## src/rtl/fb_pkg.sv

```systemverilog
// Shared types and constants for the frame-buffer port arbiter.
package fb_pkg;

  localparam int FB_ADDR_W = 15;
  localparam int FB_DATA_W = 4;

  // Identifies who owns the read data emerging from the RAM pipeline.
  typedef enum logic [1:0] {
    TAG_NONE    = 2'd0,
    TAG_VGA     = 2'd1,
    TAG_DRAW_RD = 2'd2
  } fb_tag_t;

  // Tag pushed for the op issued this cycle; writes and idle cycles carry no data back.
  function automatic fb_tag_t fb_issue_tag(input logic vga, input logic draw, input logic we);
    fb_tag_t tag;
    if (vga) begin
      tag = TAG_VGA;
    end else if (draw && !we) begin
      tag = TAG_DRAW_RD;
    end else begin
      tag = TAG_NONE;
    end
    return tag;
  endfunction

endpackage

```

## src/rtl/fb_port_arbiter_if.sv

```systemverilog
// Bus bundle between the frame-buffer arbiter, its two requesters and the RAM.
// slave = arbiter view, master = requesters/RAM view.
interface fb_port_arbiter_if #(
  parameter int ADDR_W = fb_pkg::FB_ADDR_W,
  parameter int DATA_W = fb_pkg::FB_DATA_W
) ();

  logic              blank_only;
  logic              display_en;
  logic              vga_req;
  logic [ADDR_W-1:0] vga_addr;
  logic [DATA_W-1:0] vga_data;
  logic              vga_valid;
  logic              draw_req;
  logic              draw_we;
  logic [ADDR_W-1:0] draw_addr;
  logic [DATA_W-1:0] draw_wdata;
  logic              draw_gnt;
  logic [DATA_W-1:0] draw_rdata;
  logic              draw_rvalid;
  logic [ADDR_W-1:0] mem_addr;
  logic              mem_we;
  logic [DATA_W-1:0] mem_wdata;
  logic [DATA_W-1:0] mem_rdata;
  logic              proto_err;

  modport slave (
    input  blank_only, display_en, vga_req, vga_addr,
    input  draw_req, draw_we, draw_addr, draw_wdata, mem_rdata,
    output vga_data, vga_valid, draw_gnt, draw_rdata, draw_rvalid,
    output mem_addr, mem_we, mem_wdata, proto_err
  );

  modport master (
    output blank_only, display_en, vga_req, vga_addr,
    output draw_req, draw_we, draw_addr, draw_wdata, mem_rdata,
    input  vga_data, vga_valid, draw_gnt, draw_rdata, draw_rvalid,
    input  mem_addr, mem_we, mem_wdata, proto_err
  );

endinterface

```

## src/rtl/fb_tag_pipe.sv

```systemverilog
// Shift register of ownership tags that tracks reads through the RAM latency.
module fb_tag_pipe
  import fb_pkg::*;
#(
  parameter int DEPTH = 2
) (
  input  logic    clk,
  input  logic    rst_n,
  input  fb_tag_t tag_in,
  output fb_tag_t tag_out
);

  fb_tag_t stage_r [DEPTH];

  // Advance tags one stage per cycle; reset drops everything in flight.
  always_ff @(posedge clk or negedge rst_n) begin
    if (!rst_n) begin
      for (int i = 0; i < DEPTH; i++) begin
        stage_r[i] <= TAG_NONE;
      end
    end else begin
      stage_r[0] <= tag_in;
      for (int i = 1; i < DEPTH; i++) begin
        stage_r[i] <= stage_r[i-1];
      end
    end
  end

  assign tag_out = stage_r[DEPTH-1];

endmodule

```

## src/rtl/fb_port_arbiter.sv

```systemverilog
// Frame-buffer port arbiter: VGA scanout has absolute priority, the draw
// engine takes every free slot (optionally only during blanking), and read
// data is steered back to its issuer after the fixed RAM latency.
module fb_port_arbiter
  import fb_pkg::*;
#(
  parameter int ADDR_W  = FB_ADDR_W,
  parameter int DATA_W  = FB_DATA_W,
  parameter int MEM_LAT = 1
) (
  input logic               Clk,
  input logic               Reset,
  fb_port_arbiter_if.slave  bus
);

  // One stage for the mem_* register plus the RAM read latency.
  localparam int PIPE_DEPTH = 1 + MEM_LAT;

  logic              issue_vga_s;
  logic              issue_draw_s;
  logic              draw_window_s;
  fb_tag_t           issue_tag_s;
  fb_tag_t           tail_tag_s;
  logic              vga_valid_s;
  logic              draw_rvalid_s;
  logic [ADDR_W-1:0] mem_addr_r;
  logic              mem_we_r;
  logic [DATA_W-1:0] mem_wdata_r;
  logic [DATA_W-1:0] vga_data_r;
  logic [DATA_W-1:0] draw_rdata_r;
  logic              prev_vga_req_r;
  logic              proto_err_r;

  // Decide this cycle's owner of the RAM slot from the live inputs.
  always_comb begin
    issue_vga_s   = bus.vga_req;
    draw_window_s = !bus.blank_only || !bus.display_en;
    if (bus.vga_req) begin
      issue_draw_s = 1'b0;
    end else begin
      issue_draw_s = bus.draw_req && draw_window_s;
    end
    issue_tag_s = fb_issue_tag(issue_vga_s, issue_draw_s, bus.draw_we);
  end

  // Register the chosen op toward the RAM; idle keeps the address, drops we.
  always_ff @(posedge Clk or negedge Reset) begin
    if (!Reset) begin
      mem_addr_r  <= '0;
      mem_we_r    <= 1'b0;
      mem_wdata_r <= '0;
    end else if (issue_vga_s) begin
      mem_addr_r <= bus.vga_addr;
      mem_we_r   <= 1'b0;
    end else if (issue_draw_s) begin
      mem_addr_r <= bus.draw_addr;
      mem_we_r   <= bus.draw_we;
      if (bus.draw_we) begin
        mem_wdata_r <= bus.draw_wdata;
      end
    end else begin
      mem_we_r <= 1'b0;
    end
  end

  // Flag back-to-back scanout requests; sticky until reset.
  always_ff @(posedge Clk or negedge Reset) begin
    if (!Reset) begin
      prev_vga_req_r <= 1'b0;
      proto_err_r    <= 1'b0;
    end else begin
      prev_vga_req_r <= bus.vga_req;
      if (bus.vga_req && prev_vga_req_r) begin
        proto_err_r <= 1'b1;
      end
    end
  end

  fb_tag_pipe #(.DEPTH(PIPE_DEPTH)) u_tag_pipe (
    .clk     (Clk),
    .rst_n   (Reset),
    .tag_in  (issue_tag_s),
    .tag_out (tail_tag_s)
  );

  assign vga_valid_s   = (tail_tag_s == TAG_VGA);
  assign draw_rvalid_s = (tail_tag_s == TAG_DRAW_RD);

  // Remember the last delivered word per requester so data holds between valids.
  always_ff @(posedge Clk or negedge Reset) begin
    if (!Reset) begin
      vga_data_r   <= '0;
      draw_rdata_r <= '0;
    end else begin
      if (vga_valid_s) begin
        vga_data_r <= bus.mem_rdata;
      end
      if (draw_rvalid_s) begin
        draw_rdata_r <= bus.mem_rdata;
      end
    end
  end

  // RAM data arrives in the tail cycle itself, so valid cycles pass it straight through.
  assign bus.vga_valid   = vga_valid_s;
  assign bus.vga_data    = vga_valid_s ? bus.mem_rdata : vga_data_r;
  assign bus.draw_rvalid = draw_rvalid_s;
  assign bus.draw_rdata  = draw_rvalid_s ? bus.mem_rdata : draw_rdata_r;
  // The grant acknowledges the combinational issue decision; forced low in reset.
  assign bus.draw_gnt    = issue_draw_s && Reset;
  assign bus.mem_addr    = mem_addr_r;
  assign bus.mem_we      = mem_we_r;
  assign bus.mem_wdata   = mem_wdata_r;
  assign bus.proto_err   = proto_err_r;

endmodule

```

## src/flat_wrapper.sv

```systemverilog
// flat-port wrapper written by rule: the top's interface ports become plain ports
module fb_port_arbiter_flat import fb_pkg::*;
#(
  parameter int ADDR_W  = FB_ADDR_W,
  parameter int DATA_W  = FB_DATA_W,
  parameter int MEM_LAT = 1
)
  (Clk, Reset, bus_blank_only, bus_display_en, bus_vga_req, bus_vga_addr, bus_draw_req, bus_draw_we, bus_draw_addr, bus_draw_wdata, bus_mem_rdata, bus_vga_data, bus_vga_valid, bus_draw_gnt, bus_draw_rdata, bus_draw_rvalid, bus_mem_addr, bus_mem_we, bus_mem_wdata, bus_proto_err);
  fb_port_arbiter_if #(.ADDR_W(ADDR_W), .DATA_W(DATA_W)) bus_i ();
  input logic Clk;
  input logic Reset;
  input wire logic [$bits(bus_i.blank_only)-1:0] bus_blank_only;
  input wire logic [$bits(bus_i.display_en)-1:0] bus_display_en;
  input wire logic [$bits(bus_i.vga_req)-1:0] bus_vga_req;
  input wire logic [$bits(bus_i.vga_addr)-1:0] bus_vga_addr;
  input wire logic [$bits(bus_i.draw_req)-1:0] bus_draw_req;
  input wire logic [$bits(bus_i.draw_we)-1:0] bus_draw_we;
  input wire logic [$bits(bus_i.draw_addr)-1:0] bus_draw_addr;
  input wire logic [$bits(bus_i.draw_wdata)-1:0] bus_draw_wdata;
  input wire logic [$bits(bus_i.mem_rdata)-1:0] bus_mem_rdata;
  output wire logic [$bits(bus_i.vga_data)-1:0] bus_vga_data;
  output wire logic [$bits(bus_i.vga_valid)-1:0] bus_vga_valid;
  output wire logic [$bits(bus_i.draw_gnt)-1:0] bus_draw_gnt;
  output wire logic [$bits(bus_i.draw_rdata)-1:0] bus_draw_rdata;
  output wire logic [$bits(bus_i.draw_rvalid)-1:0] bus_draw_rvalid;
  output wire logic [$bits(bus_i.mem_addr)-1:0] bus_mem_addr;
  output wire logic [$bits(bus_i.mem_we)-1:0] bus_mem_we;
  output wire logic [$bits(bus_i.mem_wdata)-1:0] bus_mem_wdata;
  output wire logic [$bits(bus_i.proto_err)-1:0] bus_proto_err;
  assign bus_i.blank_only = bus_blank_only;
  assign bus_i.display_en = bus_display_en;
  assign bus_i.vga_req = bus_vga_req;
  assign bus_i.vga_addr = bus_vga_addr;
  assign bus_i.draw_req = bus_draw_req;
  assign bus_i.draw_we = bus_draw_we;
  assign bus_i.draw_addr = bus_draw_addr;
  assign bus_i.draw_wdata = bus_draw_wdata;
  assign bus_i.mem_rdata = bus_mem_rdata;
  assign bus_vga_data = bus_i.vga_data;
  assign bus_vga_valid = bus_i.vga_valid;
  assign bus_draw_gnt = bus_i.draw_gnt;
  assign bus_draw_rdata = bus_i.draw_rdata;
  assign bus_draw_rvalid = bus_i.draw_rvalid;
  assign bus_mem_addr = bus_i.mem_addr;
  assign bus_mem_we = bus_i.mem_we;
  assign bus_mem_wdata = bus_i.mem_wdata;
  assign bus_proto_err = bus_i.proto_err;
  fb_port_arbiter #(.ADDR_W(ADDR_W), .DATA_W(DATA_W), .MEM_LAT(MEM_LAT)) u_core (.Clk(Clk), .Reset(Reset), .bus(bus_i));
endmodule
```

## config.mk

```make
export PLATFORM = sky130hd
export DESIGN_NAME = fb_port_arbiter_flat
export DESIGN_NICKNAME = d
export VERILOG_FILES = /design/src/rtl/fb_pkg.sv /design/src/rtl/fb_port_arbiter_if.sv /design/src/rtl/fb_tag_pipe.sv /design/src/rtl/fb_port_arbiter.sv /design/src/flat_wrapper.sv
export SDC_FILE = /design/constraint.sdc
export NUM_CORES = 1
export LEC_CHECK = 0
export ABC_AREA = 1
export CORE_MARGIN = 8
export CORE_UTILIZATION = 41
export CTS_BUF_LIST = sky130_fd_sc_hd__clkbuf_8
export CTS_CLUSTER_DIAMETER = 150
export DETAILED_ROUTE_END_ITERATION = 8
export GPL_TIMING_DRIVEN = 0
export PLACE_DENSITY = 0.93
export SLEW_MARGIN = 20
export SYNTH_ARGS = -nofsm -noshare
export SYNTH_HDL_FRONTEND = slang
export SYNTH_SLANG_ARGS = --single-unit
```

## constraint.sdc

```tcl
create_clock -name Clk -period 1.22 [get_ports Clk]
set_input_delay 0.244 -clock Clk [delete_from_list [all_inputs] [get_ports Clk]]
set_output_delay 0.244 -clock Clk [all_outputs]
set_load 0.02 [all_outputs]
```

### After elaboration in Yosys (flattened, before gate mapping)

Cells that the tools add are included.
W data, S select, Z words.

| storage, ports and cells | value |
|---|---|
| flip-flop bits (word level) | 34 |
| output and inout port bits | 32 |

| cells by class | value |
|---|---|
| equality and inequality tests | 2 |
| mux-type cells | 9 |
| bitwise operators | 1 |
| reduce and logical (&&, ||, !) cells | 10 |

Operators by type and width:

| operator | count |
|---|---|
| $mux W15 | 2 |
| $mux W4 | 2 |
| $logic_and A1 B1 Y1 | 4 |
| $mux W2 | 2 |
| $logic_not A1 Y1 | 3 |
| $mux W1 | 3 |
| $reduce_and A3 Y1 | 1 |
| $eq A2 B1 Y1 const B | 1 |
| $eq A2 B2 Y1 const B | 1 |
| $reduce_bool A2 Y1 | 1 |
| $logic_or A1 B1 Y1 | 1 |
| $not A1 Y1 | 1 |

### Longest topological paths before layout

| depth | value |
|---|---|
| word-level depth | 7 |
| gate-level depth with buffers | 7 |

### Modules after synthesis

A second synthesis with hierarchy kept.

| second synthesis, totals | value |
|---|---|
| cells, all modules | 183 |
| area total of the unflattened synthesis | 1534.0 um2 |

By module, submodules not included:

| module | times used | cells an instance | area each (um2) |
|---|---|---|---|
| fb_port_arbiter | 1 | 177 | 1418.9 |
| fb_tag_pipe | 1 | 6 | 115.1 |

### Worst setup path after synthesis

Ideal clock, no wire load.

| path | value |
|---|---|
| path kind | register -> output |
| start | register u_core.u_tag_pipe.stage_r, in the netlist u_core.u_tag_pipe.tag_out[0] |
| end | output port bus_draw_rdata[0] |
| arrival time | 1.230 ns |
| data required time | 0.976 ns |
| slack | -0.254 ns |
| stages on the path, launching flop included | 4 |
| buffers on the path | 1 |
| cells stage by stage | dfrtp_1 > or2_0 > buf_2 > o21ai_0 |

| on the way | value |
|---|---|
| cells in the longest elaborated chain, start to end | 2 |

RTL lines:

| item | RTL line | source |
|---|---|---|
| from (decl) | fb_tag_pipe.sv:13 | `fb_tag_t stage_r [DEPTH];` |
| from (signal, indexed assignment) | fb_tag_pipe.sv:24 | `stage_r[i] <= stage_r[i-1];` |
| $eq A2 B2 Y1 | fb_port_arbiter.sv:87 | `assign draw_rvalid_s = (tail_tag_s == TAG_DRAW_RD);` |
| $mux W4 | fb_port_arbiter.sv:108 | `assign bus.draw_rdata = draw_rvalid_s ? bus.mem_rdata : draw_rdata_r;` |
| to (decl) | flat_wrapper.sv:24 | `output wire logic [$bits(bus_i.draw_rdata)-1:0] bus_draw_rdata;` |

Every way passes these cells.

### Worst setup path in the final report

Same ends and word-level chain as after synthesis.

==> out/summary.txt <==
Commonest non-fill, non-tap cell in the layout -> nand2_1
Cells after Synth -> 180
Startpoint types -> register
Fillers -> 292
Failing checks -> setup timing
Clock buffer count from CTS -> 5
GPL Wtd Cong -> 0.737
Largest net degree at the start of global routing -> 25
# H-tree levels -> 2
Worst min-delay path category -> in2reg
Crit Path Max Fanout -> 5
DRT Pass-1 Iters -> 4
Post-synthesis sequential area ratio -> 55.4%
Final worst setup slack -> -0.368 ns
CP most frequent cell -> buf_6
Avg Cell Area, Syn -> 8.28 sq um
Clock Skew -> 0.00573 ns
Status -> complete, but fails checks
Wirelength per Cell -> 14.3 microns
Drc violations -> 0
Slowest stage delay, CP -> 0.39 ns
Reg2Reg Depth -> 4
Core area -> 3580 sq um
CP cell instances -> or2_4 -> buf_6 -> nand2_2 -> o21ai_4 -> buf_6
WP buf/inv -> 2
Die area -> 5820 sq um
Peak VDD IR -> 0.735 mV
FF-to-FF setup slack -> 0.18 ns
Initial antenna violation count -> 0
Max Cap Viol -> 0
Via Count -> 1454
Relative slew slack -> 72.7%
Yosys cell types -> 17
Setup-failing EPs final -> 10
Area delta synth->final -> 66.7%
Setup crit end kind -> output port
Final worst-path cycle share -> 130%
WP data required -> 0.98 ns
Antenna fix cells -> 0
Critical-path top delay cell -> dfrtp_1
Fmax -> 630 MHz
Number of DRC markers in iteration 0 -> 56
Pwr Density -> 1240 nW/um^2
LEAKAGE -> 0.00129 uW
Clock transition at the registers of the reported paths -> 0.07 ns
Nets -> 314
Share of layout cells above drive strength 1 -> 27.8%
Vias/cell -> 4.57
YS warnings -> 0
Drt total wl -> 4540 microns
Synthesized Nets -> 225
Most frequent cells in the layout -> nand2_1, clkdlybuf4s50_1, dfrtp_1
Worst-Margin Slew -> 0.409 ns
Slew Limit Fails -> 0
Hold endpoint -> u_core.u_tag_pipe.stage_r[2]
FF-to-FF End -> u_core.draw_rdata_r[0]
Tmin final -> 1.59 ns
Die Ht -> 76.3 microns
Mapped Area -> 1490 sq um
Setup TNS -> -2.98 ns
Hold Crit Depth -> 1
Die width -> 76.3 microns
Vias in the first global route -> 1502
Port buffer count -> 76
Initial Utilization -> 41.6%
WS Path Type -> reg2out
HPWL after DPL -> 3250 microns
Post-layout util -> 69.4%
Root Driver -> clkbuf_8
Worst skew pair latency -> 0.28 ns
Std-Cell Rows -> 22
Unrepaired setup endpoints after global routing -> true
Synthesized flop and latch total -> 33
Number of nets still failing antenna checks after routing -> 0
CTS Buffer Depth -> 2
Arrival @ worst endpoint -> 1.34 ns
Total grt overflow -> 0
Final Hold Vio Count -> 0
Worst Hold Launch -> bus_vga_req
R2R Path Start -> u_core.u_tag_pipe.tag_out[0]
Number of I/O pins -> 77
Sink Count -> 33
Largest delay share family, worst path -> flip-flops
All-Layer GR Usage -> 15.9%
First-pass GRT wire length -> 7360 microns
TritonCTS clock tree -> done
stage by stage:
| stage | instances | setup slack [ns] | hold slack (ns) | area, sq um | total power, uW |
|---|---|---|---|---|---|
| 6_report | 318 | -0.368 | 0.202 | 2480 | 3090 |
| 5_1_grt | 318 | -0.414 | 0.195 | 2480 | 3250 |
| 4_1_cts | 318 | -0.373 | 0.197 | 2550 | 3130 |
| 3_5_place_dp | 305 | -0.799 | 0.143 | 2340 | 2210 |
| 3_3_place_gp | 304 | -1.67 | 0.334 | 2310 | 2170 |
| 2_1_floorplan | 180 | -0.0953 | -0.0516 | 1490 | 1700 |
state kept, by name, indices dropped and copies added (netlist names):
name / cells
u_core.bus.mem_addr: 15
u_core.bus.mem_wdata: 4
u_core.draw_rdata_r: 4
u_core.vga_data_r: 4
u_core.u_tag_pipe.stage_r: 2
u_core.u_tag_pipe.tag_out: 2
u_core.bus.mem_we: 1
u_core.bus.proto_err: 1
Yosys cell counts (all sizes together):
library cell	n	area (sq um)
nand2	99	389
dfrtp	33	826
nand3	16	92.6
inv	10	42.5
buf	8	61.3
o21ai	8	40.0
nor2	3	18.8
a21o	1	7.51
nand4	1	6.26
or2	1	6.26
kinds of logic (layout without fill, tap and decap cells):
kind of cell           Yosys count  in the layout  share of synthesized area (%)
AND/OR/NAND/NOR                120            120                           34.4
AO/OA/AOI/OAI                    9              9                           3.19
flip-flops                      33             33                           55.4
buffers and inverters           18            108                           6.97
worst register-to-register path: stages (launching register included):
cell and delay, ns:
dfrtp_1 0.39, or2_4 0.24, buf_6 0.14, nand2_2 0.08, o21ai_4 0.07
layer usage:
layer	share of wire, %	track usage, %
met1	39	16.3
met2	53	28.2
met3	7.1	7.43
met4	0.90	4.62
met5	0	0
power breakdown:
group	leakage (uW)	switching (uW)	internal, uW
clock	0.0000542	378	509
sequential	0.000403	62.8	1230
combinational	0.000829	501	415
total	0.00129	941	2150
cell type report:
type                            count  area (sq um)  area share (%)
Clock inverter                      1          5.00           0.202
Tap cell                           48          60.1            2.42
Clock buffer                        7          96.3            3.88
Timing Repair Buffer               82           744            30.0
Sequential cell                    33           826            33.2
Buffer                              8          67.6            2.72
Inverter                           10          45.0            1.81
Multi-Input combinational cell    129           639            25.7
worst max-delay path by stage:
stage,startpoint,to,slack (ns),depth (start not counted)
after CTS,u_core.u_tag_pipe.tag_out[0],bus_draw_rdata[2],-0.37,4
after global routing,u_core.u_tag_pipe.tag_out[1],bus_draw_rdata[3],-0.41,5
final,u_core.u_tag_pipe.tag_out[0],bus_draw_rdata[0],-0.37,5
after global placement,Reset,bus_draw_gnt,-1.67,4
after detailed placement,bus_vga_req,bus_draw_gnt,-0.80,6
after floorplan,u_core.u_tag_pipe.tag_out[1],bus_vga_data[0],-0.1,3
what timing repair did:
item	4_1_cts	5_1_grt
hold buffers	2	0
gates cloned	1	0
gates resized for setup	130	27
pin swaps	4	1
setup buffers	2	0
endpoints found under the setup margin	33	29
hold endpoints to repair	9	0
Power figures use the tool's default switching activity.
